## config.mk

```make
export PLATFORM = sky130hd
export DESIGN_NAME = alu_exec_stage
export DESIGN_NICKNAME = d
export VERILOG_FILES = /design/src/rtl/alu_exec_pkg.sv /design/src/rtl/alu_ctrl_decode.sv /design/src/rtl/alu_exec_stage.sv
export SDC_FILE = /design/constraint.sdc
export NUM_CORES = 1
export LEC_CHECK = 0
export CAP_MARGIN = 10
export CORE_MARGIN = 5
export CORE_UTILIZATION = 29
export CTS_BUF_LIST = sky130_fd_sc_hd__clkbuf_4 sky130_fd_sc_hd__clkbuf_8
export CTS_CLUSTER_DIAMETER = 100
export DETAILED_ROUTE_END_ITERATION = 12
export GPL_TIMING_DRIVEN = 0
export PLACE_DENSITY = 0.62
export SLEW_MARGIN = 30
export SYNTH_ARGS = -nofsm -noshare
export SYNTH_HDL_FRONTEND = slang
export SYNTH_SLANG_ARGS = --single-unit
```

## constraint.sdc

```tcl
create_clock -name i_clk -period 2.5 [get_ports i_clk]
set_input_delay 0.5 -clock i_clk [delete_from_list [all_inputs] [get_ports i_clk]]
set_output_delay 0.5 -clock i_clk [all_outputs]
set_load 0.02 [all_outputs]
```

## src/rtl/alu_exec_pkg.sv

```systemverilog
// Shared encodings for the ALU execute stage: ALUOp values, R-type funct codes,
// ALU operation selects and the result-kind enum.
package alu_exec_pkg;

    localparam logic [1:0] ALUOP_ADD   = 2'b00;
    localparam logic [1:0] ALUOP_SUB   = 2'b01;
    localparam logic [1:0] ALUOP_RTYPE = 2'b10;

    localparam logic [5:0] FUNCT_ADD = 6'b100000;
    localparam logic [5:0] FUNCT_SUB = 6'b100010;
    localparam logic [5:0] FUNCT_AND = 6'b100100;
    localparam logic [5:0] FUNCT_OR  = 6'b100101;
    localparam logic [5:0] FUNCT_SLT = 6'b101010;

    localparam logic [1:0] OP_AND = 2'b00;
    localparam logic [1:0] OP_OR  = 2'b01;
    localparam logic [1:0] OP_SUM = 2'b10;

    typedef enum logic [1:0] {
        K_LOGIC = 2'b00,
        K_ARITH = 2'b01,
        K_SLT   = 2'b10,
        K_ILL   = 2'b11
    } kind_e;

endpackage

```

## src/rtl/alu_ctrl_decode.sv

```systemverilog
// Maps ALUOp/funct onto ALU Binvert/Carryin/Operation controls and a result kind.
// Optional macro ALU_SLT_EN makes funct 101010 (set-less-than) legal.
module alu_ctrl_decode
    import alu_exec_pkg::*;
(
    input  logic [1:0] i_alu_op,
    input  logic [5:0] i_funct,
    output logic       o_binvert,
    output logic       o_carryin,
    output logic [1:0] o_operation,
    output logic [1:0] o_kind
);

    always_comb begin
        // Anything not matched below is illegal and runs as a harmless AND.
        o_binvert   = 1'b0;
        o_carryin   = 1'b0;
        o_operation = OP_AND;
        o_kind      = K_ILL;
        case (i_alu_op)
            ALUOP_ADD: begin
                o_operation = OP_SUM;
                o_kind      = K_ARITH;
            end
            ALUOP_SUB: begin
                o_operation = OP_SUM;
                o_binvert   = 1'b1;
                o_carryin   = 1'b1;
                o_kind      = K_ARITH;
            end
            ALUOP_RTYPE: begin
                case (i_funct)
                    FUNCT_ADD: begin
                        o_operation = OP_SUM;
                        o_kind      = K_ARITH;
                    end
                    FUNCT_SUB: begin
                        o_operation = OP_SUM;
                        o_binvert   = 1'b1;
                        o_carryin   = 1'b1;
                        o_kind      = K_ARITH;
                    end
                    FUNCT_AND: begin
                        o_operation = OP_AND;
                        o_kind      = K_LOGIC;
                    end
                    FUNCT_OR: begin
                        o_operation = OP_OR;
                        o_kind      = K_LOGIC;
                    end
`ifdef ALU_SLT_EN
                    FUNCT_SLT: begin
                        o_operation = OP_SUM;
                        o_binvert   = 1'b1;
                        o_carryin   = 1'b1;
                        o_kind      = K_SLT;
                    end
`endif
                    default: ;
                endcase
            end
            default: ;
        endcase
    end

endmodule

```

## src/rtl/alu_exec_stage.sv

```systemverilog
// Two-entry execute stage around an external 32-bit ALU: S1 drives the ALU,
// S2 holds the finished result for downstream. SLT support follows ALU_SLT_EN.
module alu_exec_stage
    import alu_exec_pkg::*;
#(
    parameter int unsigned WIDTH = 32
) (
    input  logic             i_clk,
    input  logic             i_rst,
    input  logic             i_in_valid,
    output logic             o_in_ready,
    input  logic [1:0]       i_in_alu_op,
    input  logic [5:0]       i_in_funct,
    input  logic [WIDTH-1:0] i_in_a,
    input  logic [WIDTH-1:0] i_in_b,
    output logic [WIDTH-1:0] o_alu_a,
    output logic [WIDTH-1:0] o_alu_b,
    output logic             o_alu_binvert,
    output logic             o_alu_carryin,
    output logic [1:0]       o_alu_operation,
    input  logic [WIDTH-1:0] i_alu_result,
    input  logic             i_alu_carryout,
    input  logic             i_alu_zero,
    output logic             o_out_valid,
    input  logic             i_out_ready,
    output logic [WIDTH-1:0] o_out_result,
    output logic             o_out_carry,
    output logic             o_out_zero,
    output logic             o_out_overflow,
    output logic             o_out_illegal
);

    logic             w_binvert, w_carryin;
    logic [1:0]       w_operation, w_kind;
    logic             w_s2_free, w_s1_adv, w_accept, w_ovf, w_slt_bit;
    logic [WIDTH-1:0] w_fin_result;
    logic             w_fin_carry, w_fin_zero, w_fin_ovf, w_fin_ill;

    logic             r_s1_valid, r_s1_binv, r_s1_cin;
    logic [1:0]       r_s1_op, r_s1_kind;
    logic [WIDTH-1:0] r_s1_a, r_s1_b;
    logic             r_s2_valid, r_s2_carry, r_s2_zero, r_s2_ovf, r_s2_ill;
    logic [WIDTH-1:0] r_s2_result;

    alu_ctrl_decode u_decode (
        .i_alu_op    (i_in_alu_op),
        .i_funct     (i_in_funct),
        .o_binvert   (w_binvert),
        .o_carryin   (w_carryin),
        .o_operation (w_operation),
        .o_kind      (w_kind)
    );

    assign w_s2_free  = !r_s2_valid || i_out_ready;
    assign w_s1_adv   = r_s1_valid && w_s2_free;
    assign o_in_ready = !r_s1_valid || w_s2_free;
    assign w_accept   = i_in_valid && o_in_ready;

    // Signed overflow of a + (b ^ binv): operands agree in sign, result does not.
    assign w_ovf = (r_s1_a[WIDTH-1] == (r_s1_b[WIDTH-1] ^ r_s1_binv)) &&
                   (i_alu_result[WIDTH-1] != r_s1_a[WIDTH-1]);
    assign w_slt_bit = i_alu_result[WIDTH-1] ^ w_ovf;

    always_comb begin
        w_fin_result = '0;
        w_fin_carry  = 1'b0;
        w_fin_zero   = i_alu_zero;
        w_fin_ovf    = 1'b0;
        w_fin_ill    = 1'b0;
        case (r_s1_kind)
            K_ARITH: begin
                w_fin_result = i_alu_result;
                w_fin_carry  = i_alu_carryout;
                w_fin_ovf    = w_ovf;
            end
            K_LOGIC: w_fin_result = i_alu_result;
            K_SLT: begin
                w_fin_result = {{(WIDTH-1){1'b0}}, w_slt_bit};
                w_fin_zero   = !w_slt_bit;
            end
            default: begin
                w_fin_ill  = 1'b1;
                w_fin_zero = 1'b1;
            end
        endcase
    end

    always_ff @(posedge i_clk) begin
        if (i_rst) begin
            r_s1_valid <= 1'b0;
            r_s1_binv  <= 1'b0;
            r_s1_cin   <= 1'b0;
            r_s1_op    <= OP_AND;
            r_s1_kind  <= K_LOGIC;
            r_s1_a     <= '0;
            r_s1_b     <= '0;
        end else if (w_accept) begin
            r_s1_valid <= 1'b1;
            r_s1_binv  <= w_binvert;
            r_s1_cin   <= w_carryin;
            r_s1_op    <= w_operation;
            r_s1_kind  <= w_kind;
            r_s1_a     <= i_in_a;
            r_s1_b     <= i_in_b;
        end else if (w_s1_adv) begin
            r_s1_valid <= 1'b0;
        end
    end

    always_ff @(posedge i_clk) begin
        if (i_rst) begin
            r_s2_valid  <= 1'b0;
            r_s2_result <= '0;
            r_s2_carry  <= 1'b0;
            r_s2_zero   <= 1'b0;
            r_s2_ovf    <= 1'b0;
            r_s2_ill    <= 1'b0;
        end else if (w_s1_adv) begin
            r_s2_valid  <= 1'b1;
            r_s2_result <= w_fin_result;
            r_s2_carry  <= w_fin_carry;
            r_s2_zero   <= w_fin_zero;
            r_s2_ovf    <= w_fin_ovf;
            r_s2_ill    <= w_fin_ill;
        end else if (i_out_ready) begin
            r_s2_valid <= 1'b0;
        end
    end

    assign o_alu_a         = r_s1_a;
    assign o_alu_b         = r_s1_b;
    assign o_alu_binvert   = r_s1_binv;
    assign o_alu_carryin   = r_s1_cin;
    assign o_alu_operation = r_s1_op;

    assign o_out_valid    = r_s2_valid;
    assign o_out_result   = r_s2_result;
    assign o_out_carry    = r_s2_carry;
    assign o_out_zero     = r_s2_zero;
    assign o_out_overflow = r_s2_ovf;
    assign o_out_illegal  = r_s2_ill;

endmodule

```

## After elaboration in Yosys (flattened, before gate mapping)

Index checks and enable logic that the tools add are counted.

- Register bits after elaboration: 107
- Latch bits: 0
- Bits in read-only memories: 0
- Output and inout port bits: 106
- RAM bits: 0
- Memories: 0

- Shift operators: 0
- Magnitude comparators: 0
- Divide/modulo/power cells: 0
- $add $sub $neg: 0
- Reductions and logical operators: 17
- Mux-type cells: 15
- Bitwise logic cells: 2
- Eq/ne operators: 10
- Multipliers: 0

Operators with widths:

| cell | count |
|---|---|
| $pmux W32 S2 | 1 |
| $eq A6 B6 Y1 const B | 4 |
| $pmux W2 S2 | 4 |
| $mux W1 | 8 |
| $reduce_or A2 Y1 | 4 |
| $eq A2 B1 Y1 const B | 2 |
| $eq A2 B2 Y1 const B | 2 |
| $logic_not A2 Y1 | 2 |
| $pmux W1 S2 | 2 |
| $reduce_bool A2 Y1 | 2 |
| $logic_and A1 B1 Y1 | 3 |
| $logic_not A1 Y1 | 3 |
| $reduce_or A3 Y1 | 1 |
| $logic_or A1 B1 Y1 | 2 |
| $xor A1 B1 Y1 | 2 |
| $eq A1 B1 Y1 | 1 |
| $ne A1 B1 Y1 | 1 |

## Longest topological paths before layout

Gate-level depths: netlist (run 1).

- Word-level depth: 6
- Depth in mapped cells: 6
- Gate-level depth less buffers: 5

## By module

From an unflattened synthesis (run 1), not the netlist that was laid out.

- Cells, all modules: 528
- Area, all modules: 4391.7 µm²

Modules (own cells, without submodules):

| module | times used | seq. area each (µm²) | area each (µm²) | cells an instance |
|---|---|---|---|---|
| alu_exec_stage | 1 | 2162.1 | 4240.3 | 506 |
| alu_ctrl_decode | 1 | 0.0 | 151.4 | 22 |

## Worst setup path after synthesis (run 1)

OpenSTA, ideal clock, no wires.

- Path type: input to output
- Start: input port i_out_ready
- End: output port o_in_ready
- Cell stages on the path: 3
- Setup slack: 954 ps
- Required time: 2000 ps
- Data arrival time: 1046 ps
- Path through: and3b_4 inv_2 buf_2

- Cells in the longest elaborated chain, start to end: 2

RTL lines:

| what | line | text |
|---|---|---|
| start, declared | alu_exec_stage.sv:25 | `input logic i_out_ready,` |
| $logic_or A1 B1 Y1 | alu_exec_stage.sv:54 | `assign w_s2_free = !r_s2_valid \|\| i_out_ready;` |
| $logic_or A1 B1 Y1 | alu_exec_stage.sv:56 | `assign o_in_ready = !r_s1_valid \|\| w_s2_free;` |
| end, declared | alu_exec_stage.sv:11 | `output logic o_in_ready,` |

Every way passes these cells.

## Final worst setup path (run 1)

Same ends and word-level chain as after synthesis.

==> flow_summary.yaml, run 1 <==
clock_tree:
  cts_htree_levels: 3
  cts_tree: "built"
  root_buffer: "clkbuf_8"
  cts_buffers: 9
  clk_pin_slew_ns: 0.10
  clk_latency_ns: 0.37
  cts_sinks: 107
  clk_path_buf_depth: 2
outcome:
  status: "finished, final reports clean"
grt:
  grt.overflow.total: 0
  grt_pass1_vias: 4854
  grt_max_degree: 17
  grt_pass1_wl_um: 26000
  antenna_found_initial: 0
  grtUsageTotal: 0.180
power:
  ir_drop_mv: 0.215
  power_density_mw_per_mm2: 533
  p_leak_nw: 2.40
  power.total_mw: 3.67
drt:
  met3_length_um: 1310
  via_count: 4810
  vias_per_cell: 5.17
  first_pass_iters: 4
  wl_per_cell_um: 17.5
  drcViolationCount: 0
  wirelength_um: 16300
  drt-initial-drc-count: 293
  wl_met1_um: 7040
  met2WireLength_um: 7640
  ant_nets: 0
  top_layer: "met4"
sta:
  fin_ws_ns: 0.109
  rsz0062_at_grt: "false"
  slew_headroom: 0.590
  skew_ns: 0.00550
  report.final.slew_viol_count: 0
  hold_slack_ns: 0.475
  fin_crit_sh: 0.957
  post-route-min-period_ns: 2.39
  max_freq_mhz: 418
  fin_tns_setup_ns: 0
  finalHoldViolCount: 0
  setup_viol: 0
  tightest_slew_ns: 0.614
cells_and_area:
  syn_to_final_growth_pct: 58.9
  antenna_cells: 0
  drive_gt1_frac: 0.0589
  nets: 856
logic_synthesis:
  yosysSeqAreaShare: 0.494
  netlist_instances: 519
  yosysMostFrequentCell: "dfxtp_1"
  synthesis.area_mm2: 0.00434
  ys_top_cells_by_area: "dfxtp_1 (49%), a21oi_1 (12%), o21ai_0 (10%)"
  netlist.area_leader.share: 0.494
  synth_ff_type: "dfxtp_1"
  synthArstFlopShare: 0
  avgSynthCellArea_um2: 8.36
  syn_nets: 633
  yosys.area.top_type: "dfxtp_1"
  synth-seq-cells: 107
  synth_cell_types: 36
  yosysWarnings: 0
  synth_edf_count: 0
  synth_common_cells: "dfxtp_1 (107), a21oi_1 (102), o21ai_0 (90)"
setup_path:
  criticalPathCategory: "in2out"
  critPathCaptureType: "output pin"
  arrival_ns: 1.89
  cp_max_fo: 16
  cp.required_ns: 2.00
  start_kind: "input pin"
floorplan:
  chipWidth_um: 132
  fp-row-count: 44
  die_area_mm2: 0.0175
  fp.dieH_um: 132
  io_pins: 216
  core_mm2: 0.0146
  initial_utilization: 0.297
placed_design:
  portBuffers: 213
  dp_hpwl_um: 12600
  place_ws_ns: -0.300
  gp_congestion: 0.829
hold_path:
  hp-class: "reg2reg"
job:
  cap_violations: 0
## worst paths after layout
kind,start,end,slack [ns],cells after the start
setup / recovery,i_out_ready,o_in_ready,0.11,4
hold / removal,o_out_result[19],o_out_result[19],0.47,2
setup reg to reg,r_s1_valid,o_alu_b[3],0.90,6
hold reg to reg,o_out_result[19],o_out_result[19],0.47,2
## per-stage QoR
stage	util	cells	instance area (um2)
after floorplan	-	519	4340
after global placement	0.459	916	6700
after detailed placement	0.459	916	6700
after CTS	0.472	931	6890
after global routing	0.472	931	6890
final	0.472	931	6890
## cells by family (layout without fill, tap and decap cells)
kind of cell | count (synthesis) | count (layout) | share of synthesized area
mux | 1 | 1 | 0.00231
xor+xnor | 1 | 1 | 0.00202
flops | 107 | 107 | 0.494
simple gates | 121 | 121 | 0.156
fa+ha+maj | 4 | 4 | 0.0115
buf+inv | 71 | 299 | 0.0761
compound gates | 214 | 214 | 0.258
## metal layers
layer	track usage	up-vias
met5	0	-
met4	0.0600	0
met3	0.0584	22
met2	0.290	185
met1	0.227	2267
li1	-	2336
## sequential cells by signal, summed over array words and instances, names as in the netlist
| register | count |
|---|---|
| o_alu_a | 32 |
| o_alu_b | 32 |
| o_out_result | 32 |
| o_alu_operation | 2 |
| r_s1_kind | 2 |
| o_alu_carryin | 1 |
| o_out_carry | 1 |
| o_out_illegal | 1 |
| o_out_overflow | 1 |
| o_out_valid | 1 |
| o_out_zero | 1 |
| r_s1_valid | 1 |
## power breakdown
part / switching (mW) / total, mW / internal [mW]
registers: 0.0493 / 1.84 / 1.79
logic: 0.377 / 0.764 / 0.387
clock network: 0.570 / 1.06 / 0.494
## worst max-delay path: stages
cell and delay (ns):
clkdlybuf4s50_1 0.49, and3b_4 0.25, inv_2 0.26, dlygate4sd2_1 0.38
## final cells by class
| class | instances | area [um2] |
|---|---|---|
| Fill cell | 1392 | 7700 |
| Sequential cell | 107 | 2140 |
| Timing Repair Buffer | 213 | 2130 |
| Multi-Input combinational cell | 341 | 1870 |
| Buffer | 59 | 284 |
| Tap cell | 184 | 230 |
| Clock buffer | 15 | 194 |
| Inverter | 11 | 41.3 |
| Clock inverter | 1 | 5.00 |
## cell usage in the layout, fill, tap and decap left out, types with 2 or more instances in the layout
cell type        netlist  routed
inv_2                  3       3
o32ai_1                3       3
nand3_1               64      64
buf_2                 12      11
clkbuf_8               0      13
clkbuf_4               0       2
a311oi_1               2       2
clkbuf_1              34      34
clkdlybuf4s50_1        0     212
ha_1                   4       4
nand4_1               36      36
nand2_1                2       2
nor2b_1                5       5
o21ai_0               90      90
buf_1                  4       4
buf_6                  3       3
buf_4                  7       7
inv_1                  8       8
dfxtp_1              107     107
o21ai_1               10      10
nor2_1                 6       6
a21oi_1              102     102
## repair_timing
item                                    4_1_cts  5_1_grt
hold buffers                                  0        0
gates resized for setup                       1        0
endpoints found under the setup margin        1        0
buffers inserted                              0        0
Note: power is estimated with default switching activity, not from simulation.
==> run 2, diff against run 1 <==
Clock period 2.5 ns to 2.25 ns, I/O delays scaled along.
==> flow_summary.yaml, run 2 (synthesis results as in run 1) <==
outcome:
  status: "finished, final reports clean"
placed_design:
  dp_hpwl_um: 12600
  portBuffers: 213
  place_ws_ns: -0.450
  gp_congestion: 0.829
  placed_cells: 916
floorplan:
  fp-row-count: 44
  core_mm2: 0.0146
  fp.dieH_um: 132
  io_pins: 216
  chipWidth_um: 132
  initial_utilization: 0.297
  die_area_mm2: 0.0175
cells_and_area:
  antenna_cells: 0
  nets: 856
  syn_to_final_growth_pct: 59.0
  fill_cells: 1394
  multi_input_area_mm2: 0.00187
  drive_gt1_frac: 0.0589
  final_common_cell: "clkdlybuf4s50_1"
  final_cell_count_no_fill: 931
  layout_common_cells: "clkdlybuf4s50_1 (212), dfxtp_1 (107), a21oi_1 (102), o21ai_0 (90), nand3_1 (64)"
  ff_latch_area_mm2: 0.00214
setup_path:
  regToRegStartpoint: "o_out_valid"
  cp.required_ns: 1.80
  start_kind: "input pin"
  criticalPathCategory: "in2out"
  arrival_ns: 1.71
  r2r-end: "o_out_result[30]"
  cp_max_fo: 16
  rrSetupSlack_ns: 0.71
  worst-r2r-cell-count: 5
  critPathCaptureType: "output pin"
sta:
  finalHoldViolCount: 0
  slew_headroom: 0.596
  max_freq_mhz: 462
  fin_tns_setup_ns: 0
  report.final.slew_viol_count: 0
  post-route-min-period_ns: 2.16
  fin_ws_ns: 0.0861
  rsz0062_at_grt: "false"
  skew_ns: 0.00546
  fin_crit_sh: 0.962
  tightest_slew_ns: 0.607
  setup_viol: 0
clock_tree:
  root_buffer: "clkbuf_8"
  cts_htree_levels: 3
  clk_path_buf_depth: 2
  cts_buffers: 9
  postCtsSetupRepairBufs: 0
  clk_latency_ns: 0.37
  clk_pin_slew_ns: 0.09
  cts_tree: "built"
  cts_sinks: 107
grt:
  antenna_found_initial: 0
  grt_pass1_vias: 4857
  grt.overflow.total: 0
  grt_max_degree: 17
  grtUsageTotal: 0.180
  grt_pass1_wl_um: 26000
power:
  power_density_mw_per_mm2: 590
  ir_drop_mv: 0.240
  p_leak_nw: 2.40
drt:
  ant_nets: 0
  vias_per_cell: 5.19
  first_pass_iters: 5
  drcViolationCount: 0
  wirelength_um: 16300
  drt-initial-drc-count: 285
  via_count: 4831
  wl_per_cell_um: 17.5
hold_path:
  holdPathEnd: "o_out_result[19]"
  min_from: "o_out_result[19]"
  hp-class: "reg2reg"
  whs_path_depth: 2
job:
  cap_violations: 0
==> run 2: changes by cell type in the layout (fill, tap and decap cells not counted), sizes merged <==
cell / previous run / this run
dlygate4sd2: 1 / 0
clkdlybuf4s15: 0 / 1
==> run 2: through the flow <==
step                hold WS [ns]  total power [mW]  area (um2)  utilization
detailed placement         0.464              2.94        6700        0.459
CTS                        0.477              4.13        6900        0.473
global placement           0.457              2.93        6700        0.459
global route               0.500              4.28        6900        0.473
floorplan                  0.501              2.46        4340            -
finish                     0.474              4.07        6900        0.473
==> run 2: repair_timing <==
| action | CTS | global route |
|---|---|---|
| hold buffers | 0 | 0 |
| resized for setup | 2 | 1 |
| endpoints found under the setup margin | 1 | 1 |
==> run 2: worst max path at each step <==
stage / startpoint / endpoint / slack, ns / depth (start not counted)
6_report: i_out_ready / o_in_ready / 0.09 / 4
5_1_grt: i_out_ready / o_in_ready / 0.008 / 4
4_1_cts: i_out_ready / o_in_ready / 0.05 / 4
3_5_place_dp: i_out_ready / o_in_ready / -0.45 / 5
3_3_place_gp: i_out_ready / o_in_ready / -0.46 / 5
2_1_floorplan: i_out_ready / o_in_ready / 0.80 / 3
==> run 2: per-layer routing <==
layer,wire length (um),global-route usage,part of all wire
met1,7000,0.227,0.43
met2,7660,0.290,0.47
met3,1330,0.0584,0.081
met4,317,0.0600,0.019
met5,0,0,0
==> run 2: power by group <==
group          total (mW)  leakage, nW  internal (mW)  switching [mW]
Clock                1.17        0.107          0.549           0.625
Combinational       0.848         1.42          0.430           0.419
Sequential           2.05        0.878           1.99          0.0550
==> run 2: layout make-up <==
class	instances	share of cell area
sequential	107	0.311
clock inverter	1	0.000726
tap	184	0.0334
timing repair buffer	213	0.309
buffer	59	0.0412
clock buffer	15	0.0281
multi-input combinational	341	0.271
inverter	11	0.00635
==> run 2: worst max-delay path, stage by stage <==
cell and delay [ns]:
clkdlybuf4s50_1 0.49, and3b_4 0.25, inv_4 0.18, clkdlybuf4s15_1 0.34
==> run 3, diff against run 2 <==
Settings changed: CORE_ASPECT_RATIO set to 1.1.
==> flow_summary.yaml, run 3 (synthesis results as in run 1) <==
setup_path:
  critPathCaptureType: "output pin"
  cp.required_ns: 1.80
  cp_max_fo: 16
  start_kind: "input pin"
  arrival_ns: 1.68
  worst-r2r-cell-count: 5
  criticalPathCategory: "in2out"
clock_tree:
  cts_buffers: 9
  root_buffer: "clkbuf_8"
  clk_pin_slew_ns: 0.09
  postCtsSetupRepairBufs: 0
  cts_htree_levels: 3
  cts_sinks: 107
  cts_tree: "built"
  clk_path_buf_depth: 2
  ctsHoldBuffers: 0
  clk_latency_ns: 0.38
floorplan:
  io_pins: 216
  die_area_mm2: 0.0175
  initial_utilization: 0.298
  fp.dieH_um: 138
  core_mm2: 0.0146
  chipWidth_um: 127
  fp-row-count: 46
cells_and_area:
  fill_cells: 1366
  fin_util: 0.476
  nets: 856
  layout_common_cells: "clkdlybuf4s50_1 (212), dfxtp_1 (107), a21oi_1 (102), o21ai_0 (90), nand3_1 (64)"
  ff_latch_area_mm2: 0.00214
  syn_to_final_growth_pct: 59.8
  multi_input_area_mm2: 0.00187
  antenna_cells: 0
  drive_gt1_frac: 0.0602
  final_cell_count_no_fill: 939
  final_common_cell: "clkdlybuf4s50_1"
sta:
  setup_viol: 0
  tightest_slew_ns: 0.620
  max_freq_mhz: 469
  rsz0062_at_grt: "false"
  post-route-min-period_ns: 2.13
  fin_crit_sh: 0.947
  slew_headroom: 0.587
  skew_ns: 0.0127
  report.final.slew_viol_count: 0
  hold_slack_ns: 0.479
  finalHoldViolCount: 0
placed_design:
  placed_cells: 924
  dp_hpwl_um: 12800
  gp_congestion: 0.889
  portBuffers: 213
outcome:
  status: "finished, final reports clean"
grt:
  grtUsageTotal: 0.185
  antenna_found_initial: 0
  grt_max_degree: 18
  grt.overflow.total: 0
  grt_pass1_wl_um: 26600
  grt_pass1_vias: 4909
drt:
  first_pass_iters: 4
  ant_nets: 0
  drcViolationCount: 0
  wl_per_cell_um: 17.8
  vias_per_cell: 5.18
  via_count: 4860
  drt-initial-drc-count: 212
  wirelength_um: 16700
job:
  cap_violations: 0
hold_path:
  whs_path_depth: 2
  hp-class: "reg2reg"
power:
  power.internal_mw: 3.08
  power_density_mw_per_mm2: 612
  seqPwrFrac: 0.483
  switchingPower_mw: 1.16
  p_leak_nw: 2.41
  clkPwrFrac: 0.316
  ir_drop_mv: 0.295
  p_comb_frac: 0.201
  switching_share: 0.274
-- run 3: path summary, 6_finish.rpt --
path / startpoint / endpoint / slack (ns)
worst min register to register: o_alu_b[15] / o_alu_b[15] / 0.48
worst max register to register: o_out_valid / o_out_result[29] / 0.67
worst min-delay path: o_alu_b[15] / o_alu_b[15] / 0.48
worst max-delay path: i_out_ready / o_in_ready / 0.12
-- run 3: layer usage --
| layer | part of all wire | track usage | routed length [um] | up-vias |
|---|---|---|---|---|
| met4 | 0.012 | 0.0497 | 203 | 0 |
| met2 | 0.48 | 0.311 | 8050 | 210 |
| met5 | 0 | 0 | 0 | - |
| met3 | 0.10 | 0.0736 | 1690 | 13 |
| li1 | - | - | - | 2340 |
| met1 | 0.40 | 0.220 | 6750 | 2297 |
-- run 3: what timing repair did --
action,CTS,global route
gates resized for setup,3,2
endpoints found under the hold margin,0,0
setup endpoints to repair,1,1
-- run 3: cell type report --
type,count,share of cell area
timing repair buffer,213,0.308
sequential,107,0.309
inverter,11,0.00632
clock buffer,10,0.0199
buffer,59,0.0410
tap,192,0.0347
clock inverter,6,0.0125
multi-input combinational,341,0.269
-- run 3: worst max-delay path: stages --
cell,delay [ns]
clkdlybuf4s50_1,0.50
and3b_4,0.25
inv_4,0.17
clkdlybuf4s15_2,0.29
-- run 3: through the flow --
step / worst slack [ns] / power, mW / TNS [ns] / instance area (um2)
after floorplan: 0.804 / 2.46 / 0 / 4340
final: 0.119 / 4.24 / 0 / 6930
after detailed placement: -0.473 / 2.95 / -0.473 / 6710
after CTS: 0.000220 / 4.28 / 0 / 6930
after global placement: -0.464 / 2.93 / -0.464 / 6710
after global routing: 0.0686 / 4.44 / 0 / 6930
-- run 3: power groups by stage --
stage / Clock, mW / Combinational, mW / Sequential, mW
floorplan: 0 / 0.253 / 2.20
global placement: 0 / 0.843 / 2.09
detailed placement: 0 / 0.853 / 2.09
CTS: 1.37 / 0.858 / 2.05
global route: 1.46 / 0.918 / 2.06
finish: 1.34 / 0.851 / 2.05
